File: src/rtl/road_pkg.sv
// Shared constants and types for the road scroller.
package road_pkg;

    localparam int unsigned ROWS  = 32;
    localparam int unsigned ROW_H = 16;

    // Turn codes from the road generator; 2'b10 is reserved and treated as straight.
    localparam logic [1:0] TURN_STRAIGHT   = 2'b00;
    localparam logic [1:0] TURN_SOFT_RIGHT = 2'b01;
    localparam logic [1:0] TURN_SOFT_LEFT  = 2'b11;

    typedef enum logic [1:0] {
        StIdle,
        StAccum,
        StFetch,
        StWrite
    } state_e;

endpackage

File: src/rtl/road_scroller_if.sv
// Frame/generator/lookup signal bundle between the road generator side and the scroller.
interface road_scroller_if;

    logic       startOfFrame;
    logic       run;
    logic [4:0] speed;
    logic [1:0] new_x_offset;
    logic       straight_ahead;
    logic       need_new_line;
    logic [9:0] pixelY;
    logic [9:0] road_left_x;
    logic       road_straight;
    logic [15:0] lines_consumed;

    modport master (
        output startOfFrame, run, speed, new_x_offset, straight_ahead, pixelY,
        input  need_new_line, road_left_x, road_straight, lines_consumed
    );

    modport slave (
        input  startOfFrame, run, speed, new_x_offset, straight_ahead, pixelY,
        output need_new_line, road_left_x, road_straight, lines_consumed
    );

endinterface

File: src/rtl/road_edge_step.sv
// Next road edge from the current edge and a turn code, clamped to the legal range.
module road_edge_step
    import road_pkg::*;
#(
    parameter int unsigned X_STEP = 8,
    parameter int unsigned X_MIN  = 64,
    parameter int unsigned X_MAX  = 448
) (
    input  logic [9:0] x_old_i,
    input  logic [1:0] turn_i,
    output logic [9:0] x_new_o
);

    logic signed [11:0] x_sum;

    // Signed sum so a left step below zero still clamps to X_MIN.
    always_comb begin
        x_sum = $signed({2'b00, x_old_i});
        case (turn_i)
            TURN_SOFT_RIGHT: x_sum = x_sum + $signed(12'(X_STEP));
            TURN_SOFT_LEFT:  x_sum = x_sum - $signed(12'(X_STEP));
            default:         x_sum = $signed({2'b00, x_old_i});
        endcase
        if (x_sum < $signed(12'(X_MIN))) begin
            x_new_o = 10'(X_MIN);
        end else if (x_sum > $signed(12'(X_MAX))) begin
            x_new_o = 10'(X_MAX);
        end else begin
            x_new_o = x_sum[9:0];
        end
    end

endmodule

File: src/rtl/road_scroller.sv
// Scrolling road-edge buffer: fetches new road lines per frame and serves per-line edge lookups.
module road_scroller
    import road_pkg::*;
#(
    parameter int unsigned ROWS   = road_pkg::ROWS,
    parameter int unsigned ROW_H  = road_pkg::ROW_H,
    parameter int unsigned X_INIT = 256,
    parameter int unsigned X_STEP = 8,
    parameter int unsigned X_MIN  = 64,
    parameter int unsigned X_MAX  = 448
) (
    input  logic          clk,
    input  logic          resetN,  // active-high despite the name
    road_scroller_if.slave bus
);

    localparam int unsigned HeadW = $clog2(ROWS);
    localparam int unsigned FineW = $clog2(ROW_H);

    state_e              state_q, state_d;
    logic [HeadW-1:0]    head_q, head_d;
    logic [FineW-1:0]    fine_q, fine_d;
    logic [1:0]          pend_q, pend_d;
    logic                frame_pend_q, frame_pend_d;
    logic [1:0]          turn_q, turn_d;
    logic                straight_q, straight_d;
    logic [15:0]         lines_q, lines_d;
    logic [9:0]          x_mem_q [ROWS];
    logic [ROWS-1:0]     s_mem_q;
    logic [9:0]          road_left_x_q;
    logic                road_straight_q;

    logic                wr_en;
    logic [HeadW-1:0]    wr_idx;
    logic [HeadW-1:0]    rd_idx;
    logic [10:0]         k_full;
    logic [FineW+1:0]    acc;
    logic [9:0]          x_new;

    assign wr_idx = head_q + HeadW'(1);

    road_edge_step #(
        .X_STEP (X_STEP),
        .X_MIN  (X_MIN),
        .X_MAX  (X_MAX)
    ) u_edge_step (
        .x_old_i (x_mem_q[head_q]),
        .turn_i  (turn_q),
        .x_new_o (x_new)
    );

    // Next-state logic: accumulate sub-row scroll, then fetch/write one line per whole row.
    always_comb begin
        state_d      = state_q;
        head_d       = head_q;
        fine_d       = fine_q;
        pend_d       = pend_q;
        frame_pend_d = frame_pend_q;
        turn_d       = turn_q;
        straight_d   = straight_q;
        lines_d      = lines_q;
        wr_en        = 1'b0;
        acc          = {2'b00, fine_q} + (FineW + 2)'(bus.speed);

        // A frame that arrives while busy is remembered once and replayed from idle.
        if (state_q != StIdle && bus.startOfFrame) begin
            frame_pend_d = 1'b1;
        end

        unique case (state_q)
            StIdle: begin
                frame_pend_d = 1'b0;
                if (bus.run && (bus.startOfFrame || frame_pend_q)) begin
                    state_d = StAccum;
                end
            end
            StAccum: begin
                fine_d  = acc[FineW-1:0];
                pend_d  = acc[FineW+1:FineW];
                state_d = (acc[FineW+1:FineW] != 2'd0) ? StFetch : StIdle;
            end
            StFetch: begin
                // Generator output is valid now; it advances on this request cycle.
                turn_d     = bus.new_x_offset;
                straight_d = bus.straight_ahead;
                state_d    = StWrite;
            end
            StWrite: begin
                wr_en   = 1'b1;
                head_d  = wr_idx;
                lines_d = (lines_q == 16'hFFFF) ? lines_q : lines_q + 16'd1;
                pend_d  = pend_q - 2'd1;
                state_d = (pend_q > 2'd1) ? StFetch : StIdle;
            end
            default: state_d = StIdle;
        endcase
    end

    // Control state registers.
    always_ff @(posedge clk or posedge resetN) begin
        if (resetN) begin
            state_q      <= StIdle;
            head_q       <= '0;
            fine_q       <= '0;
            pend_q       <= '0;
            frame_pend_q <= 1'b0;
            turn_q       <= TURN_STRAIGHT;
            straight_q   <= 1'b1;
            lines_q      <= '0;
        end else begin
            state_q      <= state_d;
            head_q       <= head_d;
            fine_q       <= fine_d;
            pend_q       <= pend_d;
            frame_pend_q <= frame_pend_d;
            turn_q       <= turn_d;
            straight_q   <= straight_d;
            lines_q      <= lines_d;
        end
    end

    // Road line buffer; entry after head receives the freshly fetched line.
    always_ff @(posedge clk or posedge resetN) begin
        if (resetN) begin
            for (int i = 0; i < int'(ROWS); i++) begin
                x_mem_q[i] <= 10'(X_INIT);
            end
            s_mem_q <= '1;
        end else if (wr_en) begin
            x_mem_q[wr_idx] <= x_new;
            s_mem_q[wr_idx] <= straight_q;
        end
    end

    // Row index for the current screen line, counted back from the newest entry.
    always_comb begin
        k_full = 11'(bus.pixelY) + 11'(ROW_H) - 11'(fine_q);
        rd_idx = head_q - HeadW'(k_full >> FineW);
    end

    // Registered lookup; reads pre-edge buffer contents so a same-cycle write shows next time.
    always_ff @(posedge clk or posedge resetN) begin
        if (resetN) begin
            road_left_x_q   <= 10'(X_INIT);
            road_straight_q <= 1'b1;
        end else begin
            road_left_x_q   <= x_mem_q[rd_idx];
            road_straight_q <= s_mem_q[rd_idx];
        end
    end

    assign bus.need_new_line  = (state_q == StFetch);
    assign bus.road_left_x    = road_left_x_q;
    assign bus.road_straight  = road_straight_q;
    assign bus.lines_consumed = lines_q;

endmodule

File: src/flat_wrapper.sv
// flat-port wrapper written by rule: the top's interface ports become plain ports
module road_scroller_flat import road_pkg::*;
#(
    parameter int unsigned ROWS   = road_pkg::ROWS,
    parameter int unsigned ROW_H  = road_pkg::ROW_H,
    parameter int unsigned X_INIT = 256,
    parameter int unsigned X_STEP = 8,
    parameter int unsigned X_MIN  = 64,
    parameter int unsigned X_MAX  = 448
)
  (clk, resetN, bus_startOfFrame, bus_run, bus_speed, bus_new_x_offset, bus_straight_ahead, bus_pixelY, bus_need_new_line, bus_road_left_x, bus_road_straight, bus_lines_consumed);
  road_scroller_if bus_i ();
  input  logic clk;
  input  logic resetN;
  input wire logic [$bits(bus_i.startOfFrame)-1:0] bus_startOfFrame;
  input wire logic [$bits(bus_i.run)-1:0] bus_run;
  input wire logic [$bits(bus_i.speed)-1:0] bus_speed;
  input wire logic [$bits(bus_i.new_x_offset)-1:0] bus_new_x_offset;
  input wire logic [$bits(bus_i.straight_ahead)-1:0] bus_straight_ahead;
  input wire logic [$bits(bus_i.pixelY)-1:0] bus_pixelY;
  output wire logic [$bits(bus_i.need_new_line)-1:0] bus_need_new_line;
  output wire logic [$bits(bus_i.road_left_x)-1:0] bus_road_left_x;
  output wire logic [$bits(bus_i.road_straight)-1:0] bus_road_straight;
  output wire logic [$bits(bus_i.lines_consumed)-1:0] bus_lines_consumed;
  assign bus_i.startOfFrame = bus_startOfFrame;
  assign bus_i.run = bus_run;
  assign bus_i.speed = bus_speed;
  assign bus_i.new_x_offset = bus_new_x_offset;
  assign bus_i.straight_ahead = bus_straight_ahead;
  assign bus_i.pixelY = bus_pixelY;
  assign bus_need_new_line = bus_i.need_new_line;
  assign bus_road_left_x = bus_i.road_left_x;
  assign bus_road_straight = bus_i.road_straight;
  assign bus_lines_consumed = bus_i.lines_consumed;
  road_scroller #(.ROWS(ROWS), .ROW_H(ROW_H), .X_INIT(X_INIT), .X_STEP(X_STEP), .X_MIN(X_MIN), .X_MAX(X_MAX)) u_core (.clk(clk), .resetN(resetN), .bus(bus_i));
endmodule
File: config.mk
export PLATFORM = sky130hd
export DESIGN_NAME = road_scroller_flat
export DESIGN_NICKNAME = d
export VERILOG_FILES = /design/src/rtl/road_pkg.sv /design/src/rtl/road_scroller_if.sv /design/src/rtl/road_edge_step.sv /design/src/rtl/road_scroller.sv /design/src/flat_wrapper.sv
export SDC_FILE = /design/constraint.sdc
export NUM_CORES = 1
export LEC_CHECK = 0
export CORE_MARGIN = 10
export CORE_UTILIZATION = 65
export CTS_CLUSTER_DIAMETER = 50
export DETAILED_ROUTE_END_ITERATION = 6
export DONT_BUFFER_PORTS = 1
export GPL_ROUTABILITY_DRIVEN = 0
export PLACE_DENSITY = 0.81
export SYNTH_ARGS = -nofsm -noshare
export SYNTH_HDL_FRONTEND = slang
export SYNTH_SLANG_ARGS = --single-unit
File: constraint.sdc
create_clock -name clk -period 24 [get_ports clk]
set_clock_uncertainty 0.2 [all_clocks]
set_input_delay 7.2 -clock clk [delete_from_list [all_inputs] [get_ports clk]]
set_output_delay 7.2 -clock clk [all_outputs]
set_load 0.01 [all_outputs]
[After elaboration in Yosys (flattened, before gate mapping)]
Cells that the tools add are included.
Storage, ports and cells
  register bits: 396
  input bits: 22
  output and inout bits: 28
  word-level logic and storage cells: 109
Cells by class
  add/sub/neg operators: 9
  order comparisons: 10
  equal/unequal tests: 7
  mux-type cells: 25
  bitwise gates (word level): 4
  reduce and logical (&&, ||, !) cells: 11
Operators by type and width (number)
  320-bit bitwise mux: 1
  10-bit binary-select mux with 5-bit select: 2
  10-bit 2-to-1 mux: 7
  10-bit demux with 5-bit select: 1
  32-bit bitwise mux: 1
  12-bit case mux with 2 select lines: 1
  6-bit greater-or-equal comparator, second input constant: 3
  5-bit NOT with 6-bit output: 3
  16-bit by 1-bit adder with 16-bit output, second input constant: 1
  16-bit == test, second input constant: 1
  12-bit by 10-bit greater-than comparator with 1-bit output, second input constant: 1
  12-bit by 8-bit less-than comparator with 1-bit output, second input constant: 1
  5-bit by 6-bit less-than comparator with 1-bit output, second input constant: 2
  10-bit by 4-bit adder with 11-bit output, second input constant: 1
  10-bit by 4-bit subtractor with 11-bit output, second input constant: 1
  9-bit by 5-bit adder with 9-bit output, second input constant: 1
  9-bit by 4-bit subtractor with 9-bit output: 1
  2-bit case mux with 4 select lines: 1
  2-bit nonzero test: 4
  4-bit by 5-bit adder with 6-bit output: 1
  2-bit == test, second input constant: 3
  6-bit by 1-bit less-than comparator with 1-bit output, second input constant: 1
  2-bit 2-to-1 mux: 3
  5-bit by 1-bit adder with 5-bit output, second input constant: 1
  other kinds (15): 23

[Depth between registers and ports, before layout]
  word-level depth: 10
  gate-level depth with buffers: 20
  gate-level depth less buffers: 16

[Cells and area by module]
A second synthesis with hierarchy kept.
Unflattened totals
  cells, all modules: 1493
  area, all modules: 21553.2 µm²
Modules (own cells, without submodules)
  road_scroller: instances 1, cells an instance 1437, area an instance 21165.3 µm², sequential area each 9993.3 µm²
  road_edge_step: instances 1, cells an instance 56, area an instance 387.9 µm², sequential area each 0.0 µm²

[Worst setup path before layout]
Ideal clock, no wire load.
  kind: input to register
  from: in bus_pixelY[2]
  to: reg u_core.road_left_x_q[0], in the netlist u_core.bus.road_left_x[0]
  library setup time: 146 ps
  arrival time: 10698 ps
  required time: 23654 ps
  setup slack: 12956 ps
  stages on the path: 16
  path buffers: 3
  cell sequence: ha_1 -> ha_1 -> a31o_2 -> a21oi_1 -> inv_1 -> a21oi_1 -> xnor2_1 -> fa_1 -> clkbuf_1 -> clkbuf_1 -> clkbuf_1 -> mux4_2 -> mux2i_1 -> nor2_1 -> a21oi_1 -> mux2i_1
Between the ends
  word-level cells in the longest chain between the ends: 7
RTL lines
  start: declaration: RTL line flat_wrapper.sv:20  | input wire logic [$bits(bus_i.pixelY)-1:0] bus_pixelY;
  9-bit by 5-bit adder with 9-bit output: RTL line road_scroller.sv:137  | k_full = 11'(bus.pixelY) + 11'(ROW_H) - 11'(fine_q);
  9-bit by 4-bit subtractor with 9-bit output: RTL line road_scroller.sv:137
  5-bit subtractor: RTL line road_scroller.sv:138  | rd_idx = head_q - HeadW'(k_full >> FineW);
  5-bit NOT with 6-bit output (implied by the code): RTL line road_scroller.sv:147  | road_left_x_q <= x_mem_q[rd_idx];
  10-bit binary-select mux with 5-bit select: RTL line road_scroller.sv:147
  10-bit 2-to-1 mux (implied by the code) (2 in series): RTL line road_scroller.sv:147
  end signal: assignment: RTL line road_scroller.sv:144  | road_left_x_q <= 10'(X_INIT);
  end signal: assignment: RTL line road_scroller.sv:147
  end: declaration: RTL line road_scroller.sv:30  | logic [9:0] road_left_x_q;
Every way passes these cells. The select of a mux whose other input is x is not followed.
A chain may end at the register's enable or synchronous reset.

[Worst setup path in the final report]
  from: in bus_pixelY[2]
  to: reg u_core.road_left_x_q[7], in the netlist u_core.bus.road_left_x[7]
The elaborated chain is that of the path after synthesis.

==> impl_metrics.tcl <==
set metrics [dict create \
    rsz0062_at_grt "false" \
    fin_util 0.7098 \
    post-route-min-period_ns 11.86 \
    die_y_um 202.8 \
    criticalPathCategory "primary input to flip-flop" \
    overflow 0 \
    die_w_um 202.8 \
    die-area_mm2 0.04113 \
    remaining_drc_errors 0 \
    clockBufferDepth 3 \
    p_leak_nw 10.39 \
    synth_area_mm2 0.02172 \
    finalNonFillerCells 2104 \
    ios 50 \
    synth-main-ff-cell "dfrtp_1" \
    area_delta_synth_final_pct 7.113 \
    cts_sinks 396 \
    max-cap-violations 0 \
    cp-end-kind "flip-flop" \
    p_total_w 0.003457 \
    n_antenna_cell 0 \
    synth_seq_cells 396 \
    hold_violations 0 \
    status "complete, no violations" \
    synthTopCellsByArea "dfrtp_1, mux4_2, mux2_2" \
    seq_area_frac_synth 0.4600 \
    clock.fmax_mhz 84.29 \
    synth_fa_ha_area_frac 0.01739 \
    slew_viol_final 0 \
    first_global_vias 14740 \
    cts_hold_buf 0 \
    synthMuxAreaShare 0.3246 \
    dr.pass1.iters 5 \
    synth-xor-area-share 0.01492 \
    crit_arrival_ns 12.06 \
    crit_path_start_kind "primary input" \
    grt_max_degree 184 \
    maxSlewHeadroom 0.2659 \
    setup_tns_ns 0 \
    hpwlAfterDp_mm 35.36 \
    clk_latency_ns 0.57 \
    routedWlPerCell_um 26.87 \
    initial_core_util 0.6626 \
    final_nets 1677 \
    layout-drive-gt1-share 0.3490 \
    grt_pass1_wl_mm 87.49 \
    avgSynthCellArea_um2 12.83 \
    synth_edf_count 0 \
    cts_tree "yes" \
    synth_common_cells "dfrtp_1, mux2_2, nand2_1" \
    place_inst 2022 \
    cts-buffers-inserted 44 \
    finalSetupViolCount 0 \
    synth_warnings 0 \
    synth_top_family_by_area "multiplexers" \
    cts_resized 0 \
    hold_slack_ns 0.2880 \
    ys_types 74 \
    core_region_area_mm2 0.03278 \
    viasPerCell 6.915 \
    worst_pin_slew_ns 1.101 \
    antenna_found_initial 2 \
    fin_crit_sh 0.4943 \
    synth-compound-area-share 0.06445 \
    syn_nets 1744 \
    vdd_ir_drop_max_v 0.0002064 \
    crit_required_ns 24.19 \
    crit_fanout 56 \
    drt_iter0_markers 1674 \
    vias 14550 \
    synth_top_area_share 0.3790 \
    wirelength_mm 56.54 \
    grtUsageTotal 0.2730 \
    synth-simple-area-share 0.07804 \
    cts_root_buf "clkbuf_16" \
    yosysMostFrequentCell "dfrtp_1" \
    drtAntennaViolNets 0 \
    post_cts_buffers 0 \
    synth.largest_area_cell "dfrtp_1" \
    async_reset_ff_frac 1.000 \
    syn_inst 1693 \
    power_density_mw_per_mm2 148.6 \
    rows 66 \
    io_buffers 0 \
    htreeDepth 2 \
    hp-class "flip-flop to flip-flop" \
    clk_pin_slew_ns 0.06 \
]
## routing by layer
metal | track usage | vias to the layer above | wire (um)
li1 | - | 6102 | -
met3 | 0.05827 | 163 | 5412
met5 | 0 | - | 27
met1 | 0.3734 | 7532 | 22620
met2 | 0.4225 | 749 | 26250
met4 | 0.1047 | 4 | 2227
## worst max-delay path, cell delays in order
cell	delay (ns)
ha_1	0.28
ha_1	0.29
a31o_2	0.19
a21oi_1	0.21
inv_1	0.06
a21oi_1	0.30
xnor2_1	0.18
fa_4	1.20
buf_4	0.83
mux4_2	0.43
mux2_2	0.30
a21oi_1	0.34
mux2i_1	0.22
## stage by stage
stage	area [um^2]	setup WS [ns]
finish	23270	12.14
global placement	21730	11.73
CTS	23270	12.21
floorplan	21720	5.700
global route	23270	11.90
detailed placement	21730	11.64
## path summary, 6_finish.rpt
kind	startpoint	endpoint	slack (ns)	cells after the start
max	bus_pixelY[2]	u_core.bus.road_left_x[7]	12.14	13
min	u_core.x_mem_q[178]	u_core.x_mem_q[178]	0.29	2
max reg2reg	u_core.head_q[2]	u_core.x_mem_q[110]	17.99	15
min reg2reg	u_core.x_mem_q[178]	u_core.x_mem_q[178]	0.29	2
max in group asynchronous	resetN	u_core.head_q[1]	15.31	2
min in group asynchronous	resetN	u_core.x_mem_q[29]	6.42	1
## placed cells by master, fill, tap and decap left out, types with 11 or more instances in the layout
| cell type | instances |
|---|---|
| a21oi_1 | 42 |
| buf_4 | 18 |
| and2_1 | 37 |
| nand2_1 | 171 |
| and3_1 | 15 |
| mux2_2 | 252 |
| ha_1 | 26 |
| mux4_2 | 135 |
| inv_1 | 25 |
| o21ai_0 | 103 |
| xor2_1 | 12 |
| a22oi_1 | 28 |
| clkbuf_8 | 11 |
| nor2b_1 | 11 |
| nand3_1 | 16 |
| nor2_1 | 52 |
| dfstp_2 | 67 |
| clkbuf_16 | 45 |
| dfrtp_1 | 326 |
| mux2i_1 | 111 |
| xnor2_1 | 22 |
## cell families after synthesis
kind of cell    count (synthesis)
xor+xnor                       37
simple gates                  345
fa+ha+maj                      29
compound gates                226
mux                           501
buf+inv                       159
flops                         396
## area by class of cell
class                           count  area (um^2)
Multi-Input combinational cell   1138        10910
Sequential cell                   396        10000
Fill cell                        2172         9515
Clock buffer                       65         1311
Tap cell                          442        553.0
Clock inverter                     17        230.2
Timing Repair Buffer               19        155.1
Inverter                           27        108.9
## power breakdown
group / switching, W / leakage (nW) / internal [W]
Combinational: 0.00110 / 4.41 / 0.000710
Clock: 0.000279 / 0.758 / 0.000434
Sequential: 0.000136 / 5.22 / 0.000795
## state kept, by name, summed over array words and instances, names as in the netlist
name,cells
u_core.pend_q,2
u_core.bus.lines_consumed,16
u_core.frame_pend_q,1
u_core.bus.road_left_x,10
u_core.head_q,5
u_core.x_mem_q,320
u_core.turn_q,2
u_core.fine_q,4
u_core.state_q,2
u_core.straight_q,1
u_core.bus.road_straight,1
u_core.s_mem_q,32
Note: power is estimated with default switching activity, not from simulation.
